$ cat src/rtl/elevator_call_panel_pkg.sv
// Shared encodings for the elevator call panel: per-floor call state and
// the FIFO write sequencer state.
package elevator_call_panel_pkg;

    // Lifecycle of one floor's call button.
    typedef enum logic [1:0] {
        FLOOR_IDLE    = 2'd0,
        FLOOR_PENDING = 2'd1,
        FLOOR_QUEUED  = 2'd2
    } floor_state_t;

    // FIFO write sequencer: one push, then a gap cycle before the next decision.
    typedef enum logic [1:0] {
        WR_IDLE = 2'd0,
        WR_PUSH = 2'd1,
        WR_GAP  = 2'd2
    } wr_state_t;

endpackage

$ cat src/rtl/elevator_call_panel_call_sync.sv
// One call button: 2-flop synchroniser followed by a rising-edge detector.
// A button already held when reset releases is not reported until it has
// been seen released once, so a stuck or held button cannot fake a press.
module call_sync (
    input  logic i_clock,
    input  logic i_reset_n,
    input  logic i_button,
    output logic o_press
);

    logic sync1;
    logic sync2;
    logic prev;
    logic fill1;
    logic fill2;
    logic arm;

    // Synchronise, remember last level, and arm only after a genuine low sample.
    always_ff @(posedge i_clock or negedge i_reset_n) begin
        if (!i_reset_n) begin
            sync1 <= 1'b0;
            sync2 <= 1'b0;
            prev  <= 1'b0;
            fill1 <= 1'b0;
            fill2 <= 1'b0;
            arm   <= 1'b0;
        end else begin
            sync1 <= i_button;
            sync2 <= sync1;
            prev  <= sync2;
            fill1 <= 1'b1;
            fill2 <= fill1;
            if (fill2 && !sync2) begin
                arm <= 1'b1;
            end
        end
    end

    assign o_press = sync2 & ~prev & arm;

endmodule

$ cat src/rtl/elevator_call_panel.sv
// Elevator call panel: latches hall-call presses per floor, writes each new
// call into the request FIFO once (round-robin, at most one write per three
// cycles), and clears a floor's call when the door opens at that floor.
module elevator_call_panel
    import elevator_call_panel_pkg::*;
#(
    parameter int pFLOOR_WIDTH = 4,
    parameter int pNUM_FLOORS  = 16
) (
    input  logic                    i_clock,
    input  logic                    i_reset_n,
    input  logic [pNUM_FLOORS-1:0]  i_buttons,
    input  logic                    i_fifo_full,
    input  logic [pFLOOR_WIDTH-1:0] i_current_floor,
    input  logic                    i_open_door,
    output logic                    o_wr_en,
    output logic [pFLOOR_WIDTH-1:0] o_floor_no,
    output logic [pNUM_FLOORS-1:0]  o_call_lamps
);

    logic [pNUM_FLOORS-1:0]  press;
    floor_state_t            floor_q [pNUM_FLOORS];
    floor_state_t            floor_d [pNUM_FLOORS];
    logic [pNUM_FLOORS-1:0]  lamps_d;
    wr_state_t               wr_q;
    wr_state_t               wr_d;
    logic [pFLOOR_WIDTH-1:0] ptr_q;
    logic [pFLOOR_WIDTH-1:0] ptr_d;
    logic [pFLOOR_WIDTH-1:0] pick;
    logic                    pick_valid;
    logic                    push_go;
    logic                    full_q;
    logic                    door_q;
    logic                    door_prev_q;
    logic                    service;
    logic                    cur_in_range;

    for (genvar g = 0; g < pNUM_FLOORS; g++) begin : g_sync
        call_sync u_call_sync (
            .i_clock   (i_clock),
            .i_reset_n (i_reset_n),
            .i_button  (i_buttons[g]),
            .o_press   (press[g])
        );
    end

    // Service is the door opening, seen on the registered door signal.
    assign service      = door_q & ~door_prev_q;
    assign cur_in_range = int'(i_current_floor) < pNUM_FLOORS;
    assign push_go      = (wr_q == WR_IDLE) && pick_valid && !full_q;

    // Round-robin search for the first PENDING floor at or after the pointer.
    always_comb begin
        int idx;
        idx        = 0;
        pick       = '0;
        pick_valid = 1'b0;
        for (int i = 0; i < pNUM_FLOORS; i++) begin
            idx = int'(ptr_q) + i;
            if (idx >= pNUM_FLOORS) begin
                idx = idx - pNUM_FLOORS;
            end
            if (!pick_valid && floor_q[idx] == FLOOR_PENDING) begin
                pick_valid = 1'b1;
                pick       = pFLOOR_WIDTH'(idx);
            end
        end
    end

    // Write sequencer next state and pointer update.
    always_comb begin
        wr_d  = wr_q;
        ptr_d = ptr_q;
        case (wr_q)
            WR_IDLE: begin
                if (push_go) begin
                    wr_d = WR_PUSH;
                    if (int'(pick) == pNUM_FLOORS - 1) begin
                        ptr_d = '0;
                    end else begin
                        ptr_d = pick + pFLOOR_WIDTH'(1);
                    end
                end
            end
            WR_PUSH: wr_d = WR_GAP;
            WR_GAP:  wr_d = WR_IDLE;
            default: wr_d = WR_IDLE;
        endcase
    end

    // Per-floor next state: press, then queueing, then service (service wins).
    always_comb begin
        for (int f = 0; f < pNUM_FLOORS; f++) begin
            floor_d[f] = floor_q[f];
            if (press[f] && floor_q[f] == FLOOR_IDLE &&
                !(i_open_door && int'(i_current_floor) == f)) begin
                floor_d[f] = FLOOR_PENDING;
            end
            if (push_go && int'(pick) == f) begin
                floor_d[f] = FLOOR_QUEUED;
            end
            if (service && cur_in_range && int'(i_current_floor) == f) begin
                floor_d[f] = FLOOR_IDLE;
            end
            lamps_d[f] = (floor_d[f] != FLOOR_IDLE);
        end
    end

    // State and registered outputs.
    always_ff @(posedge i_clock or negedge i_reset_n) begin
        if (!i_reset_n) begin
            for (int f = 0; f < pNUM_FLOORS; f++) begin
                floor_q[f] <= FLOOR_IDLE;
            end
            wr_q         <= WR_IDLE;
            ptr_q        <= '0;
            full_q       <= 1'b0;
            door_q       <= 1'b0;
            door_prev_q  <= 1'b0;
            o_wr_en      <= 1'b0;
            o_floor_no   <= '0;
            o_call_lamps <= '0;
        end else begin
            for (int f = 0; f < pNUM_FLOORS; f++) begin
                floor_q[f] <= floor_d[f];
            end
            wr_q         <= wr_d;
            ptr_q        <= ptr_d;
            full_q       <= i_fifo_full;
            door_q       <= i_open_door;
            door_prev_q  <= door_q;
            o_wr_en      <= (wr_d == WR_PUSH);
            if (push_go) begin
                o_floor_no <= pick;
            end
            o_call_lamps <= lamps_d;
        end
    end

endmodule

$ cat config.mk
export PLATFORM = sky130hd
export DESIGN_NAME = elevator_call_panel
export DESIGN_NICKNAME = d
export VERILOG_FILES = /design/src/rtl/elevator_call_panel_pkg.sv /design/src/rtl/elevator_call_panel_call_sync.sv /design/src/rtl/elevator_call_panel.sv
export SDC_FILE = /design/constraint.sdc
export NUM_CORES = 1
export LEC_CHECK = 0
export CORE_MARGIN = 3
export CORE_UTILIZATION = 50
export CTS_CLUSTER_SIZE = 20
export DETAILED_ROUTE_END_ITERATION = 10
export DONT_BUFFER_PORTS = 1
export GPL_TIMING_DRIVEN = 0
export HOLD_SLACK_MARGIN = 0.15
export SLEW_MARGIN = 10
export SYNTH_ARGS = -nofsm -noshare
export SYNTH_HDL_FRONTEND = slang
export SYNTH_SLANG_ARGS = --single-unit
$ cat constraint.sdc
create_clock -name i_clock -period 6.5 [get_ports i_clock]
set_clock_uncertainty 0.1 [all_clocks]
set_input_delay 1.3 -clock i_clock [delete_from_list [all_inputs] [get_ports i_clock]]
set_output_delay 1.3 -clock i_clock [all_outputs]
set_load 0.01 [all_outputs]
==> results.json <==
{
  "synth_cells": 702,
  "synthTopCellsByArea": "sky130_fd_sc_hd__dfrtp_1 45%, sky130_fd_sc_hd__nand2_1 4.5%, sky130_fd_sc_hd__mux4_2 4.4%",
  "worst-path-max-fanout": 10,
  "finalNetCount": 756,
  "timing_worst_setup_path_type": "register to register",
  "synth_fa_ha_area_share_pct": 1.92,
  "syn_area_sq_um": 7180,
  "most_common_cell_after_layout_fill_and_taps_aside": "sky130_fd_sc_hd__dfrtp_1",
  "grt_first_pass_wirelength_um": 30800,
  "tritoncts": "done",
  "finalSetupViolCount": 0,
  "number_of_buffers_inserted_by_hold_repair_at_cts": 0,
  "wl_um": 19500,
  "crit_required_ps": 6690,
  "synth-seq-area-share_pct": 44.6,
  "worst_setup_hold_path_clk_slew_ps": 60,
  "floorplan.initialDensity_pct": 51.5,
  "detail_route.drc_violations": 0,
  "critPathCaptureType": "register",
  "ys_ff_latch": 128,
  "core-area_sq_um": 13900,
  "antenna_diodes": 0,
  "routed_via_count_divided_by_cell_count": 6.19,
  "grt_pass1_vias": 5554,
  "post_syn_area_per_cell_sq_um": 10.2,
  "min_period_ps": 6090,
  "place.gp.congestion": 0.905,
  "yosys_most_used_dff": "sky130_fd_sc_hd__dfrtp_1",
  "ctsHtreeMaxLevel": 4,
  "number_of_flops_mapped_to_enable_cells_by_yosys": 0,
  "async_flop_share_pct": 100,
  "die_width_um": 126,
  "design.die.area_sq_um": 15800,
  "drt_iter0_drc": 502,
  "fmax_mhz": 164,
  "yosys.cell_types.count": 76,
  "clock_sinks": 128,
  "post_synthesis_net_count": 737,
  "rsz0062_at_grt": "false",
  "synth_top_area_share_pct": 44.6,
  "worstSkewPairLatency_ps": 420,
  "setup_total_negative_slack_ps": 0,
  "period_share_pct": 93.7,
  "wl_per_cell_um": 21.3,
  "drt-pass1-iter-count": 5,
  "critPathArrivalTime_ps": 6290,
  "ys_warn_count": 0,
  "worst-slew-pin-transition_ps": 804,
  "portBuffers": 0,
  "gr-total-overflow": 0,
  "floorplan.die.height_um": 126,
  "worst_setup_sp_type": "register",
  "largest_family_of_logic_cells_by_synthesized_area": "compound AO/OA/AOI/OAI gates",
  "timing_hold_violations_final": 0,
  "post_synth_and_or_nand_nor_area_fraction_pct": 18.0,
  "synthMuxAreaShare_pct": 10.4,
  "result_of_the_run": "completed",
  "synthToLayoutAreaGrowth_pct": 11.6,
  "yosys.area.top_type": "sky130_fd_sc_hd__dfrtp_1",
  "cts-root-to-sink-buffers": 2,
  "clockRootBuffer": "sky130_fd_sc_hd__clkbuf_16",
  "total_of_fill_cells_in_the_finished_design": 1210,
  "slew_hr_pct": 44.9,
  "std_cell_rows": 43,
  "synth_compound_gate_area_share_pct": 20.1,
  "slew_viols_final": 0,
  "layout.cells.most_common_list": "127 x sky130_fd_sc_hd__dfrtp_1, 86 x sky130_fd_sc_hd__nand2_1, 71 x sky130_fd_sc_hd__nor2_1",
  "synth_xor_area_share_pct": 1.94,
  "ant_nets": 0,
  "i_o_pin_count": 45,
  "hp-class": "register to register",
  "final_layout_size_suffix_gt1_share_pct": 14.4,
  "maximum_number_of_pins_on_one_net_before_global_route_repair": 129,
  "route.vias.total": 5658,
  "drv.max_cap_violation_count": 0,
  "initial_antenna_violation_count": 0,
  "hpwl_um": 14700,
  "global_route.usage.total_pct": 25.2,
  "tritoncts.num_buffers": 17
}
-- per-layer routing --
| layer | vias up | share of wire (%) | GRT usage (%) |
|---|---|---|---|
| met5 | - | 0 | 0 |
| met4 | 0 | 1.6 | 7.26 |
| met3 | 21 | 5.8 | 5.30 |
| met2 | 186 | 48 | 41.3 |
| met1 | 2833 | 44 | 34.2 |
| li1 | 2618 | - | - |
-- state kept, by name, summed over array words and instances, names as in the netlist --
register,count
floor_q,32
door_prev_q,1
g_sync.u_call_sync.prev,16
door_q,1
o_wr_en,1
g_sync.u_call_sync.sync1,16
g_sync.u_call_sync.sync2,16
o_floor_no,4
g_sync.u_call_sync.fill2,1
g_sync.u_call_sync.fill1,1
ptr_q,4
g_sync.u_call_sync.arm,16
full_q,1
wr_q,2
o_call_lamps,16
-- stage by stage --
| stage | instances | utilization, % | hold slack (ps) | setup slack, ps | cell area, sq um |
|---|---|---|---|---|---|
| 2_1_floorplan | 702 | - | 231 | 1710 | 7180 |
| 3_3_place_gp | 882 | 53.1 | 234 | 8.20 | 7400 |
| 3_5_place_dp | 882 | 53.1 | 236 | 66.4 | 7400 |
| 4_1_cts | 914 | 57.3 | 250 | 6.75 | 7990 |
| 5_1_grt | 914 | 57.5 | 257 | 62.2 | 8010 |
| 6_report | 914 | 57.5 | 247 | 408 | 8010 |
-- path summary, 6_finish.rpt --
check                                            startpoint                          end  slack [ps]  depth (start not counted)
worst min register to register  g_sync[9].u_call_sync.sync1  g_sync[9].u_call_sync.sync2         250                          0
worst min-delay path            g_sync[9].u_call_sync.sync1  g_sync[9].u_call_sync.sync2         250                          0
min in group asynchronous                         i_reset_n                  floor_q[27]         470                          0
max in group asynchronous                         i_reset_n                     ptr_q[2]        5600                          0
worst max-delay path                               ptr_q[2]              o_call_lamps[6]         410                         20
worst max register to register                     ptr_q[2]              o_call_lamps[6]         410                         20
-- logic make-up (layout without fill, tap and decap cells) --
family | Yosys count | in the layout
compound gates | 189 | 189
simple gates | 256 | 256
flops | 128 | 128
xor+xnor | 15 | 15
mux | 52 | 52
other cells | 1 | 1
buf+inv | 50 | 82
fa+ha+maj | 11 | 11
-- area by class of cell --
cell class              instances  area (sq um)  share of cell area, %
plain buffers                  25           116                   1.45
clock buffers                  18           439                   5.48
clock inverters                14           149                   1.86
inverters                      25          93.8                   1.17
multi-input cells             524          3780                   47.2
flip-flops and latches        128          3200                   40.0
well taps                     180           225                   2.81
-- synthesized netlist by cell type (all sizes together) (17+ instances only) --
master and n:
dfrtp 128, a21oi 22, nand2 87, a21o 18, nor2 71, o31a 17, mux2 22, o21ai 17
nor2b 31, inv 25, o21a 18
-- what timing repair did --
action,CTS,global route
gates resized for setup,0,4
buffers inserted,0,0
setup endpoints to repair,0,52
-- worst max-delay path, cell delays in order, from the launching register on --
cell,delay (ps)
sky130_fd_sc_hd__dfrtp_2,520
sky130_fd_sc_hd__buf_2,270
sky130_fd_sc_hd__buf_2,340
sky130_fd_sc_hd__inv_1,300
sky130_fd_sc_hd__ha_1,410
sky130_fd_sc_hd__buf_2,200
sky130_fd_sc_hd__buf_1,290
sky130_fd_sc_hd__nand2_1,140
sky130_fd_sc_hd__o22ai_1,80
sky130_fd_sc_hd__o22ai_1,390
sky130_fd_sc_hd__mux2_2,290
sky130_fd_sc_hd__nand4_2,160
sky130_fd_sc_hd__nor4b_4,490
sky130_fd_sc_hd__a221o_1,290
sky130_fd_sc_hd__o21ai_0,110
sky130_fd_sc_hd__a211oi_2,470
sky130_fd_sc_hd__inv_1,160
sky130_fd_sc_hd__ha_1,290
sky130_fd_sc_hd__nand2_1,200
sky130_fd_sc_hd__nor2b_1,140
sky130_fd_sc_hd__o31a_1,300
Power is not shown: default switching activity piles up to over one toggle a cycle in this logic, so the estimate is an artifact.
